`config.mk`:
```
export PLATFORM = sky130hd
export DESIGN_NAME = obi_cache_master
export DESIGN_NICKNAME = d
export VERILOG_FILES = /design/src/rtl/if_types_pkg.sv /design/src/rtl/obi_timeout_ctr.sv /design/src/rtl/obi_cache_master.sv
export SDC_FILE = /design/constraint.sdc
export NUM_CORES = 1
export LEC_CHECK = 0
export CORE_AREA = 2 2 251 253
export DETAILED_ROUTE_END_ITERATION = 7
export DIE_AREA = 0 0 253 255
export PLACE_DENSITY = 0.53
export SLEW_MARGIN = 25
export SYNTH_ARGS = -nofsm -noshare
export SYNTH_HDL_FRONTEND = slang
export SYNTH_SLANG_ARGS = --single-unit
```
`constraint.sdc`:
```
create_clock -name clk -period 1.95 [get_ports clk]
set_input_delay 0.39 -clock clk [delete_from_list [all_inputs] [get_ports clk]]
set_output_delay 0.39 -clock clk [all_outputs]
set_load 0.01 [all_outputs]
```
`src/rtl/if_types_pkg.sv`:
```
// Shared interface state types for the OBI master slice.
// Holds the client-side interface enum and the OBI master FSM enum.
package if_types_pkg;

    typedef enum logic [1:0] {
        IF_IDLE   = 2'd0,
        IF_ACTIVE = 2'd1,
        IF_DONE   = 2'd2
    } if_state_e;

    typedef enum logic [1:0] {
        M_IDLE     = 2'd0,
        M_REQ      = 2'd1,
        M_WAIT_RSP = 2'd2,
        M_RESP     = 2'd3
    } if_master_state_e;

    localparam int unsigned WAIT_CTR_W = 16;

endpackage

```
`src/rtl/obi_timeout_ctr.sv`:
```
// Saturating wait-cycle counter; expired_o flags the cycle whose count equals the limit.
// Clear has priority so the first cycle of a wait phase always reads zero.
module obi_timeout_ctr
    import if_types_pkg::*;
(
    input  logic                  clk,
    input  logic                  rst_n,
    input  logic                  clear_i,
    input  logic                  enable_i,
    input  logic [WAIT_CTR_W-1:0] limit_i,
    output logic                  expired_o
);

    logic [WAIT_CTR_W-1:0] count_q, count_d;

    always_comb begin
        count_d = count_q;
        if (clear_i) begin
            count_d = '0;
        end else if (enable_i && (count_q != '1)) begin
            count_d = count_q + 1'b1;
        end
    end

    always_ff @(posedge clk or negedge rst_n) begin
        if (!rst_n) begin
            count_q <= '0;
        end else begin
            count_q <= count_d;
        end
    end

    assign expired_o = enable_i && (count_q == limit_i);

endmodule

```
`src/rtl/obi_cache_master.sv`:
```
// Single-outstanding OBI master: takes one client command, issues it on OBI,
// and returns read data or a timeout error to the client.
//
// state      | meaning
// M_IDLE     | ready for a client command
// M_REQ      | obi_req_o asserted, waiting for grant
// M_WAIT_RSP | granted, waiting for obi_rvalid_i
// M_RESP     | response presented to client until rsp_ready_i
module obi_cache_master
    import if_types_pkg::*;
#(
    parameter int ARCHITECTURE   = 64,
    parameter int TIMEOUT_CYCLES = 255
) (
    input  logic                      clk,
    input  logic                      rst_n,
    input  logic                      cmd_valid_i,
    output logic                      cmd_ready_o,
    input  logic                      cmd_write_i,
    input  logic [ARCHITECTURE-1:0]   cmd_key_i,
    input  logic [2*ARCHITECTURE-1:0] cmd_wdata_i,
    output logic                      rsp_valid_o,
    input  logic                      rsp_ready_i,
    output logic [2*ARCHITECTURE-1:0] rsp_rdata_o,
    output logic                      rsp_err_o,
    output logic                      obi_req_o,
    output logic [ARCHITECTURE-1:0]   obi_addr_o,
    output logic                      obi_we_o,
    output logic [2*ARCHITECTURE-1:0] obi_wdata_o,
    input  logic                      obi_gnt_i,
    input  logic                      obi_rvalid_i,
    input  logic [2*ARCHITECTURE-1:0] obi_rdata_i,
    output logic                      obi_rready_o
);

    localparam int KEY   = ARCHITECTURE;
    localparam int VALUE = 2 * ARCHITECTURE;

    if_master_state_e state_q, state_d;
    logic [KEY-1:0]   addr_q, addr_d;
    logic [VALUE-1:0] wdata_q, wdata_d;
    logic [VALUE-1:0] rdata_q, rdata_d;
    logic             we_q, we_d;
    logic             err_q, err_d;
    logic             ctr_clear;
    logic             ctr_enable;
    logic             expired;

    assign ctr_enable = (state_q == M_REQ) || (state_q == M_WAIT_RSP);

    obi_timeout_ctr u_timeout_ctr (
        .clk       (clk),
        .rst_n     (rst_n),
        .clear_i   (ctr_clear),
        .enable_i  (ctr_enable),
        .limit_i   (WAIT_CTR_W'(TIMEOUT_CYCLES)),
        .expired_o (expired)
    );

    // Handshakes are checked before the timeout so a late gnt/rvalid still completes.
    always_comb begin
        state_d   = state_q;
        addr_d    = addr_q;
        wdata_d   = wdata_q;
        we_d      = we_q;
        rdata_d   = rdata_q;
        err_d     = err_q;
        ctr_clear = 1'b0;
        case (state_q)
            M_IDLE: begin
                if (cmd_valid_i) begin
                    addr_d    = cmd_key_i;
                    wdata_d   = cmd_wdata_i;
                    we_d      = cmd_write_i;
                    ctr_clear = 1'b1;
                    state_d   = M_REQ;
                end
            end
            M_REQ: begin
                if (obi_gnt_i) begin
                    ctr_clear = 1'b1;
                    state_d   = M_WAIT_RSP;
                end else if (expired) begin
                    rdata_d = '0;
                    err_d   = 1'b1;
                    state_d = M_RESP;
                end
            end
            M_WAIT_RSP: begin
                if (obi_rvalid_i) begin
                    rdata_d = we_q ? '0 : obi_rdata_i;
                    err_d   = 1'b0;
                    state_d = M_RESP;
                end else if (expired) begin
                    rdata_d = '0;
                    err_d   = 1'b1;
                    state_d = M_RESP;
                end
            end
            M_RESP: begin
                if (rsp_ready_i) begin
                    state_d = M_IDLE;
                end
            end
            default: begin
                state_d = M_IDLE;
                addr_d  = '0;
                wdata_d = '0;
                we_d    = 1'b0;
                rdata_d = '0;
                err_d   = 1'b0;
            end
        endcase
    end

    always_ff @(posedge clk or negedge rst_n) begin
        if (!rst_n) begin
            state_q <= M_IDLE;
            addr_q  <= '0;
            wdata_q <= '0;
            we_q    <= 1'b0;
            rdata_q <= '0;
            err_q   <= 1'b0;
        end else begin
            state_q <= state_d;
            addr_q  <= addr_d;
            wdata_q <= wdata_d;
            we_q    <= we_d;
            rdata_q <= rdata_d;
            err_q   <= err_d;
        end
    end

    // Handshake outputs decode straight from state so reset drops them asynchronously.
    assign cmd_ready_o  = (state_q == M_IDLE);
    assign obi_req_o    = (state_q == M_REQ);
    assign obi_rready_o = (state_q == M_WAIT_RSP);
    assign rsp_valid_o  = (state_q == M_RESP);
    assign obi_addr_o   = addr_q;
    assign obi_we_o     = we_q;
    assign obi_wdata_o  = wdata_q;
    assign rsp_rdata_o  = rdata_q;
    assign rsp_err_o    = err_q;

endmodule

```
==> results of run 1 <==
per-stage QoR:
step,TNS [ns],std cells,total power (uW)
after global placement,-69.77,2576,28200
after floorplan,0,1095,18200
after CTS,-9.08,2674,37600
after global routing,-9.29,2676,39200
final,-3.40,2676,37200
after detailed placement,-67.12,2576,28500
cells by family (layout without fill, tap and decap cells):
kind of cell	after synthesis	count (layout)
buf+inv	74	855
other cells	0	1
simple gates	314	314
compound gates	166	166
flops	340	340
mux	196	196
fa+ha+maj	5	5
synth_stat cells, types with 3 or more instances:
cell type | count | area share [%]
sky130_fd_sc_hd__a21oi_1 | 140 | 5.3
sky130_fd_sc_hd__and3_1 | 4 | 0.19
sky130_fd_sc_hd__buf_2 | 24 | 0.90
sky130_fd_sc_hd__buf_4 | 3 | 0.17
sky130_fd_sc_hd__clkbuf_1 | 36 | 1.0
sky130_fd_sc_hd__dfrtp_1 | 340 | 64
sky130_fd_sc_hd__ha_1 | 5 | 0.47
sky130_fd_sc_hd__inv_1 | 7 | 0.20
sky130_fd_sc_hd__mux2_2 | 193 | 16
sky130_fd_sc_hd__mux2i_1 | 3 | 0.23
sky130_fd_sc_hd__nand2_1 | 139 | 3.9
sky130_fd_sc_hd__nand3_1 | 3 | 0.11
sky130_fd_sc_hd__nand4_1 | 11 | 0.52
sky130_fd_sc_hd__nor2_1 | 131 | 3.7
sky130_fd_sc_hd__nor3_1 | 4 | 0.15
sky130_fd_sc_hd__o21ai_0 | 7 | 0.26
sky130_fd_sc_hd__o31ai_1 | 4 | 0.23
sky130_fd_sc_hd__or3_1 | 7 | 0.33
sky130_fd_sc_hd__or4_1 | 4 | 0.23
flip-flops by register name (all words and copies together), names as in the netlist:
| register | cells |
|---|---|
| obi_wdata_o | 128 |
| rsp_rdata_o | 128 |
| obi_addr_o | 64 |
| u_timeout_ctr.count_q | 16 |
| state_q | 2 |
| obi_we_o | 1 |
| rsp_err_o | 1 |
cells in the final DEF (no fill, tap or decap), types with 2 or more instances in the layout:
master	instances
sky130_fd_sc_hd__a21oi_1	69
sky130_fd_sc_hd__a21oi_2	68
sky130_fd_sc_hd__a21oi_4	3
sky130_fd_sc_hd__a31oi_1	2
sky130_fd_sc_hd__and3_1	4
sky130_fd_sc_hd__buf_12	32
sky130_fd_sc_hd__buf_16	3
sky130_fd_sc_hd__buf_4	64
sky130_fd_sc_hd__buf_6	15
sky130_fd_sc_hd__buf_8	5
sky130_fd_sc_hd__bufinv_16	5
sky130_fd_sc_hd__clkbuf_1	7
sky130_fd_sc_hd__clkbuf_16	44
sky130_fd_sc_hd__clkbuf_8	16
sky130_fd_sc_hd__clkdlybuf4s50_1	609
sky130_fd_sc_hd__clkinv_2	4
sky130_fd_sc_hd__dfrtp_1	339
sky130_fd_sc_hd__dlygate4sd2_1	21
sky130_fd_sc_hd__dlymetal6s2s_1	17
sky130_fd_sc_hd__ha_4	4
sky130_fd_sc_hd__inv_1	5
sky130_fd_sc_hd__inv_2	2
sky130_fd_sc_hd__mux2_2	193
sky130_fd_sc_hd__mux2i_1	3
sky130_fd_sc_hd__nand2_1	138
sky130_fd_sc_hd__nand2b_1	2
sky130_fd_sc_hd__nand3_1	3
sky130_fd_sc_hd__nand4_1	11
sky130_fd_sc_hd__nor2_1	123
sky130_fd_sc_hd__nor2_2	7
sky130_fd_sc_hd__nor2_4	2
sky130_fd_sc_hd__nor3_1	4
sky130_fd_sc_hd__nor4_2	2
sky130_fd_sc_hd__o21ai_0	7
sky130_fd_sc_hd__o2bb2ai_1	2
sky130_fd_sc_hd__o31ai_1	3
sky130_fd_sc_hd__or3_1	6
sky130_fd_sc_hd__or4_1	3
report_power, final:
| part | total, uW | switching [uW] | internal [uW] |
|---|---|---|---|
| Clock | 8380 | 3070 | 5310 |
| Sequential | 12300 | 1890 | 10400 |
| Combinational | 16500 | 6860 | 9640 |
area by class of cell:
| type | instances | share of cell area, % |
|---|---|---|
| inverter | 7 | 0.110 |
| clock inverter | 11 | 0.784 |
| tap | 799 | 4.18 |
| antenna | 1 | 0.0105 |
| timing repair buffer | 771 | 33.5 |
| clock buffer | 66 | 5.52 |
| sequential | 340 | 35.5 |
| multi-input combinational | 681 | 20.4 |
how the worst max path moves through the flow:
stage / slack [ns] / endpoint / start / depth (start not counted)
global placement: -0.61 / rsp_rdata_o[44]$_DFFE_PN0P_ / obi_gnt_i / 5
global route: -0.13 / rsp_rdata_o[10]$_DFFE_PN0P_ / state_q[1]$_DFFE_PN0P_ / 10
finish: -0.08 / rsp_rdata_o[10]$_DFFE_PN0P_ / state_q[0]$_DFFE_PN0P_ / 10
detailed placement: -0.59 / rsp_rdata_o[35]$_DFFE_PN0P_ / obi_gnt_i / 5
CTS: -0.16 / rsp_rdata_o[97]$_DFFE_PN0P_ / state_q[0]$_DFFE_PN0P_ / 10
floorplan: 0.01 / rsp_rdata_o[100]$_DFFE_PN0P_ / state_q[1]$_DFFE_PN0P_ / 9
layer usage:
metal	vias up	GRT usage, %	part of all wire [%]
li1	5228	-	-
met1	5740	18.4	39
met2	323	27.4	53
met3	78	3.52	5.5
met4	0	4.40	2.5
met5	-	0	0
timing repair:
| action | in CTS | in global routing |
|---|---|---|
| hold endpoints to repair | 25 | 0 |
| cloned | 8 | 2 |
| buffers inserted | 13 | 6 |
| gates resized for setup | 113 | 80 |
| setup endpoints to repair | 153 | 151 |
| hold buffers | 1 | 0 |
| pin swaps | 4 | 6 |
==> flow_metrics.env, run 1 <==
export IMPL_critPathTopFamily="buffers and inverters"
export IMPL_number_of_pins_with_negative_max_slew_slack_in_the_final_report=0
export IMPL_fin_crit_sh_pct=104
export IMPL_vias_per_cell=4.25
export IMPL_dpl_cell_area_sq_um=21600
export IMPL_detailedPlacementHpwl_um=38900
export IMPL_cts_max_path_buffers=3
export IMPL_fillers=6032
export IMPL_number_of_buffers_inserted_during_clock_tree_synthesis=42
export IMPL_synth_distinct_cells=43
export IMPL_cp_required_ns=2.37
export IMPL_synth_area_in_adders_pct=0.470
export IMPL_grt_start_max_net_pins=70
export IMPL_syn_nets=1427
export IMPL_grt_pass1_wl_um=76100
export IMPL_synth_seq_area_share_pct=64.0
export IMPL_drt_first_pass_iters=4
export IMPL_synth_compound_area_share_pct=6.68
export IMPL_drt_drc_violations_left=0
export IMPL_cts_root_buffer="sky130_fd_sc_hd__clkbuf_16"
export IMPL_tritoncts_clock_tree="built"
export IMPL_number_of_max_cap_violations=0
export IMPL_ios=653
export IMPL_setup_viol=74
export IMPL_net_count_final=2175
export IMPL_critical_path_max_fanout=7
export IMPL_slowest_delay_ns=0.38
export IMPL_worstSetupPathType="flop to flop"
export IMPL_utilization_pct=38.5
export IMPL_clkSlewWorstSetupHoldPaths_ns=0.06
export IMPL_core_rowCount=92
export IMPL_critPathSlowestCell="sky130_fd_sc_hd__dfrtp_1"
export IMPL_gr_total_overflow=0
export IMPL_vias=11400
export IMPL_globalplace_congestion=0.798
export IMPL_drt_antenna_violating_nets=0
export IMPL_clock_fmax_ghz=0.492
export IMPL_final_hold_viol_count=0
export IMPL_slew_headroom_pct=53.8
export IMPL_yosys_warnings=0
export IMPL_netlist_area_sq_um=13300
export IMPL_rr_startpoint="state_q[0]$_DFFE_PN0P_"
export IMPL_crit_path_end_kind="flop"
export IMPL_numClockSinks=340
export IMPL_critical_path_n_buffers_inverters=5
export IMPL_finalInstanceArea_sq_um=23900
export IMPL_cp_cell_sequence="inv_2, ha_4, a21bo_4, buf_6, or2_4, o31ai_4, buf_12, buf_12, clkbuf_16, a21oi_2"
export IMPL_final_layout_size_suffix_gt1_share_pct=25.8
export IMPL_synth_enable_flop_cells=0
export IMPL_detailed_route_wl_um=51700
export IMPL_critPathArrivalTime_ns=2.45
export IMPL_yosys_mux_area_fraction_pct=16.6
export IMPL_drt_first_iter_violations=489
export IMPL_multi_input_comb_area_sq_um=4880
export IMPL_worst_r2r_endpoint="rsp_rdata_o[10]$_DFFE_PN0P_"
export IMPL_synth_ff_latch_count=340
export IMPL_preCtsSetupSlack_ns=-0.593
export IMPL_antenna_violations_before_repair=1
export IMPL_run_status="finished with violations"
export IMPL_synth_top_family_by_area="multiplexers"
export IMPL_h_tree_lvls=2
export IMPL_asyncSetResetFlopFracSynth_pct=100
export IMPL_synth_top_flop_cell="sky130_fd_sc_hd__dfrtp_1"
export IMPL_clock_skew_ns=0.0253
export IMPL_static_leakage_power_uw=0.00993
export IMPL_flow_area_growth_from_synthesis_pct=80.0
export IMPL_syn_area_per_cell_sq_um=12.1
export IMPL_synthCells=1095
export IMPL_fin_worst_hold_slack_ns=0.345
export IMPL_worstRegToRegCells=10
export IMPL_worst_slack_ns=-0.0834
export IMPL_worstHoldPathType="primary input to asynchronous set/reset pin"
export IMPL_violated_checks="setup timing"
export IMPL_core_area_sq_um=62200
export IMPL_most_numerous_cell_on_the_critical_path="sky130_fd_sc_hd__buf_12"
export IMPL_rsz0062_at_grt="true"
export IMPL_floorplan_initialDensity_pct=21.4
export IMPL_synthXorXnorAreaFrac_pct=0
export IMPL_fp_dieH_um=255
export IMPL_final_seq_area_sq_um=8510
export IMPL_fp_dieW_um=253
export IMPL_dieArea_sq_um=64500
export IMPL_wire_per_inst_um=19.3
export IMPL_grt_total_usage_pct=15.3
export IMPL_finalWorstPathRequiredPeriod_ns=2.03
export IMPL_vias_in_the_first_global_route=12000
export IMPL_critPathLaunchType="flop"
export IMPL_clock_latency_ns=0.55
export IMPL_p_per_area_nw_per_um2=1550
export IMPL_placement_io_buffers=652
export IMPL_yosys_area_share_simple_pct=9.79
export IMPL_worst_slew_pin_slew_ns=0.688
export IMPL_reg2reg_slack_ns=-0.08
export IMPL_ir_worst_vdd_v=0.000819
Note: power is estimated with default switching activity, not from simulation.
==> run 2, diff against run 1 <==
--- a/config.mk
+++ b/config.mk
@@ -5,10 +5,13 @@
 export SDC_FILE = /design/constraint.sdc
 export NUM_CORES = 1
 export LEC_CHECK = 0
-export CORE_AREA = 2 2 251 253
+export CAP_MARGIN = 20
+export CELL_PAD_IN_SITES_DETAIL_PLACEMENT = 1
+export CELL_PAD_IN_SITES_GLOBAL_PLACEMENT = 2
+export CORE_AREA = 2 2 257 259
 export DETAILED_ROUTE_END_ITERATION = 7
-export DIE_AREA = 0 0 253 255
-export PLACE_DENSITY = 0.53
+export DIE_AREA = 0 0 259 261
+export PLACE_DENSITY = 0.75
 export SLEW_MARGIN = 25
 export SYNTH_ARGS = -nofsm -noshare
 export SYNTH_HDL_FRONTEND = slang
==> run 2 against run 1 <==
The flow still finishes with violations (setup timing). Cell area decreased by 1.8%. Combinational power down 2%. Register-to-register slack better by 0.06 ns. Fmax rose by 2.9%. Critical path depth fell by 1. Global-route usage is 0.089 points lower. Hold slack gained 0.027 ns. First-iteration DRC count fell by 25%. Die area grew 4.8%. Power shrank 1.6%. Count of clock-buffer cells in the layout down 4. Largest cell class unchanged.
==> flow_metrics.env, run 2 (synthesized netlist as in run 1, its figures left out) <==
export IMPL_run_status="finished with violations"
export IMPL_violated_checks="setup timing"
export IMPL_number_of_pins_with_negative_max_slew_slack_in_the_final_report=0
export IMPL_slew_headroom_pct=65.6
export IMPL_cts_root_buffer="sky130_fd_sc_hd__clkbuf_16"
export IMPL_setup_viol=29
export IMPL_slowest_delay_ns=0.36
export IMPL_number_of_buffers_inserted_during_clock_tree_synthesis=42
export IMPL_cp_cell_sequence="inv_2, ha_4, a21bo_4, or2_4, o31ai_4, buf_12, buf_16, buf_12, a21oi_1"
export IMPL_critPathSlowestCell="sky130_fd_sc_hd__dfrtp_1"
export IMPL_final_hold_viol_count=0
export IMPL_core_rowCount=94
export IMPL_placement_io_buffers=652
export IMPL_clock_latency_ns=0.55
export IMPL_clock_fmax_ghz=0.506
export IMPL_detailed_route_wl_um=54700
export IMPL_design_power_total_uw=36600
export IMPL_finalWorstPathRequiredPeriod_ns=1.98
export IMPL_detailedPlacementHpwl_um=41500
export IMPL_clock_skew_ns=0.00928
export IMPL_wire_per_inst_um=20.0
export IMPL_core_area_sq_um=65000
export IMPL_final_layout_size_suffix_gt1_share_pct=21.7
export IMPL_final_cell_mix="608 x sky130_fd_sc_hd__clkdlybuf4s50_1, 339 x sky130_fd_sc_hd__dfrtp_1, 193 x sky130_fd_sc_hd__mux2_2"
export IMPL_critPathArrivalTime_ns=2.41
export IMPL_ir_worst_vdd_v=0.000818
export IMPL_rsz0062_at_grt="true"
export IMPL_vias_per_cell=4.17
export IMPL_cp_required_ns=2.38
export IMPL_fin_crit_sh_pct=101
export IMPL_p_per_area_nw_per_um2=1560
export IMPL_critical_path_n_buffers_inverters=4
export IMPL_route_top_layer_used="met5"
export IMPL_drt_drc_violations_left=0
export IMPL_globalplace_congestion=0.806
export IMPL_layout_cells_most_common="sky130_fd_sc_hd__clkdlybuf4s50_1"
export IMPL_wl_met2_um=29300
export IMPL_drt_antenna_violating_nets=0
export IMPL_vias=11400
export IMPL_critPathTopFamily="buffers and inverters"
export IMPL_grt_start_max_net_pins=52
export IMPL_multi_input_comb_area_sq_um=4600
export IMPL_crit_path_end_kind="flop"
export IMPL_grt_pass1_wl_um=79200
export IMPL_most_numerous_cell_on_the_critical_path="sky130_fd_sc_hd__buf_12"
export IMPL_ios=653
export IMPL_wl_met3_um=2940
export IMPL_antenna_violations_before_repair=5
export IMPL_vias_in_the_first_global_route=12600
export IMPL_static_leakage_power_uw=0.00973
export IMPL_numClockSinks=340
export IMPL_critical_path_max_fanout=23
export IMPL_h_tree_lvls=2
export IMPL_net_count_final=2169
export IMPL_tritoncts_clock_tree="built"
export IMPL_dieArea_sq_um=67600
export IMPL_gr_total_overflow=0
export IMPL_met1Wirelength_um=21200
export IMPL_worstHoldPathType="primary input to asynchronous set/reset pin"
export IMPL_flow_area_growth_from_synthesis_pct=76.7
export IMPL_drt_first_iter_violations=369
export IMPL_drt_first_pass_iters=4
export IMPL_worstSetupPathType="flop to flop"
export IMPL_fp_dieW_um=259
export IMPL_fillers=7104
export IMPL_setup_total_negative_slack_ns=-0.408
export IMPL_worst_slew_pin_slew_ns=0.516
export IMPL_floorplan_initialDensity_pct=20.4
export IMPL_worst_slack_ns=-0.0266
export IMPL_fp_dieH_um=261
export IMPL_grt_total_usage_pct=15.2
export IMPL_critPathLaunchType="flop"
export IMPL_number_of_max_cap_violations=0
export IMPL_cts_max_path_buffers=3
export IMPL_clkSlewWorstSetupHoldPaths_ns=0.06
export IMPL_final_seq_area_sq_um=8510
run 2: per-stage QoR:
stage | hold WS [ns] | worst slack [ns] | util, % | cell area [sq um] | instances
after floorplan | 0.0944 | 0.0110 | - | 13300 | 1095
after global placement | 0.373 | -0.209 | 33.3 | 21600 | 2640
after detailed placement | 0.367 | -0.222 | 33.3 | 21600 | 2640
after CTS | 0.337 | -0.137 | 35.8 | 23300 | 2729
after global routing | 0.361 | -0.0766 | 36.1 | 23500 | 2735
final | 0.372 | -0.0266 | 36.1 | 23500 | 2735
run 2: worst register-to-register path, delay by kind of cell, from the launching register on:
| family | cells | cell delay (ns) |
|---|---|---|
| AO/OA/AOI/OAI | 3 | 0.40 |
| adder cells (fa/ha/maj) | 1 | 0.27 |
| flip-flops | 1 | 0.36 |
| AND/OR/NAND/NOR | 1 | 0.25 |
| buffers and inverters | 4 | 0.59 |
run 2: report_power, final:
group | leakage [uW] | switching, uW | internal (uW) | total [uW]
sequential | 0.00412 | 1990 | 10400 | 12400
combinational | 0.00491 | 6780 | 9370 | 16100
clock | 0.000695 | 3110 | 4910 | 8030
total | 0.00973 | 11900 | 24700 | 36600
run 2: worst paths after layout:
| path | startpoint | end | slack, ns | cells past startpoint |
|---|---|---|---|---|
| min | rst_n | rsp_rdata_o[96]$_DFFE_PN0P_ | 0.37 | 2 |
| max in group asynchronous | rst_n | rsp_rdata_o[83]$_DFFE_PN0P_ | 0.88 | 3 |
| min in group clk | obi_rdata_i[57] | rsp_rdata_o[57]$_DFFE_PN0P_ | 0.39 | 3 |
| min reg2reg | obi_wdata_o[68]$_DFFE_PN0P_ | obi_wdata_o[68]$_DFFE_PN0P_ | 0.50 | 1 |
| max reg2reg | state_q[1]$_DFFE_PN0P_ | rsp_rdata_o[51]$_DFFE_PN0P_ | -0.03 | 9 |
| max | state_q[1]$_DFFE_PN0P_ | rsp_rdata_o[51]$_DFFE_PN0P_ | -0.03 | 9 |
run 2: layer usage:
layer  vias to the layer above  track usage (%)
met5                         -                0
met4                         6             4.45
met2                       323             27.7
li1                       5219                -
met3                        78             3.62
met1                      5773             17.8
run 2: timing repair:
item,CTS,global route
hold buffers,1,0
resized for setup,66,38
setup buffers,8,5
endpoints found under the hold margin,33,0
cloned,4,4
setup endpoints to repair,159,146
pin swaps,0,2
run 2: cell type report:
cell class / instances / share of cell area [%]
Clock buffer: 62 / 5.27
Inverter: 7 / 0.112
Timing Repair Buffer: 765 / 33.4
Multi-Input combinational cell: 681 / 19.6
Antenna cell: 2 / 0.0213
Tap cell: 864 / 4.60
Clock inverter: 14 / 0.761
Sequential cell: 340 / 36.2
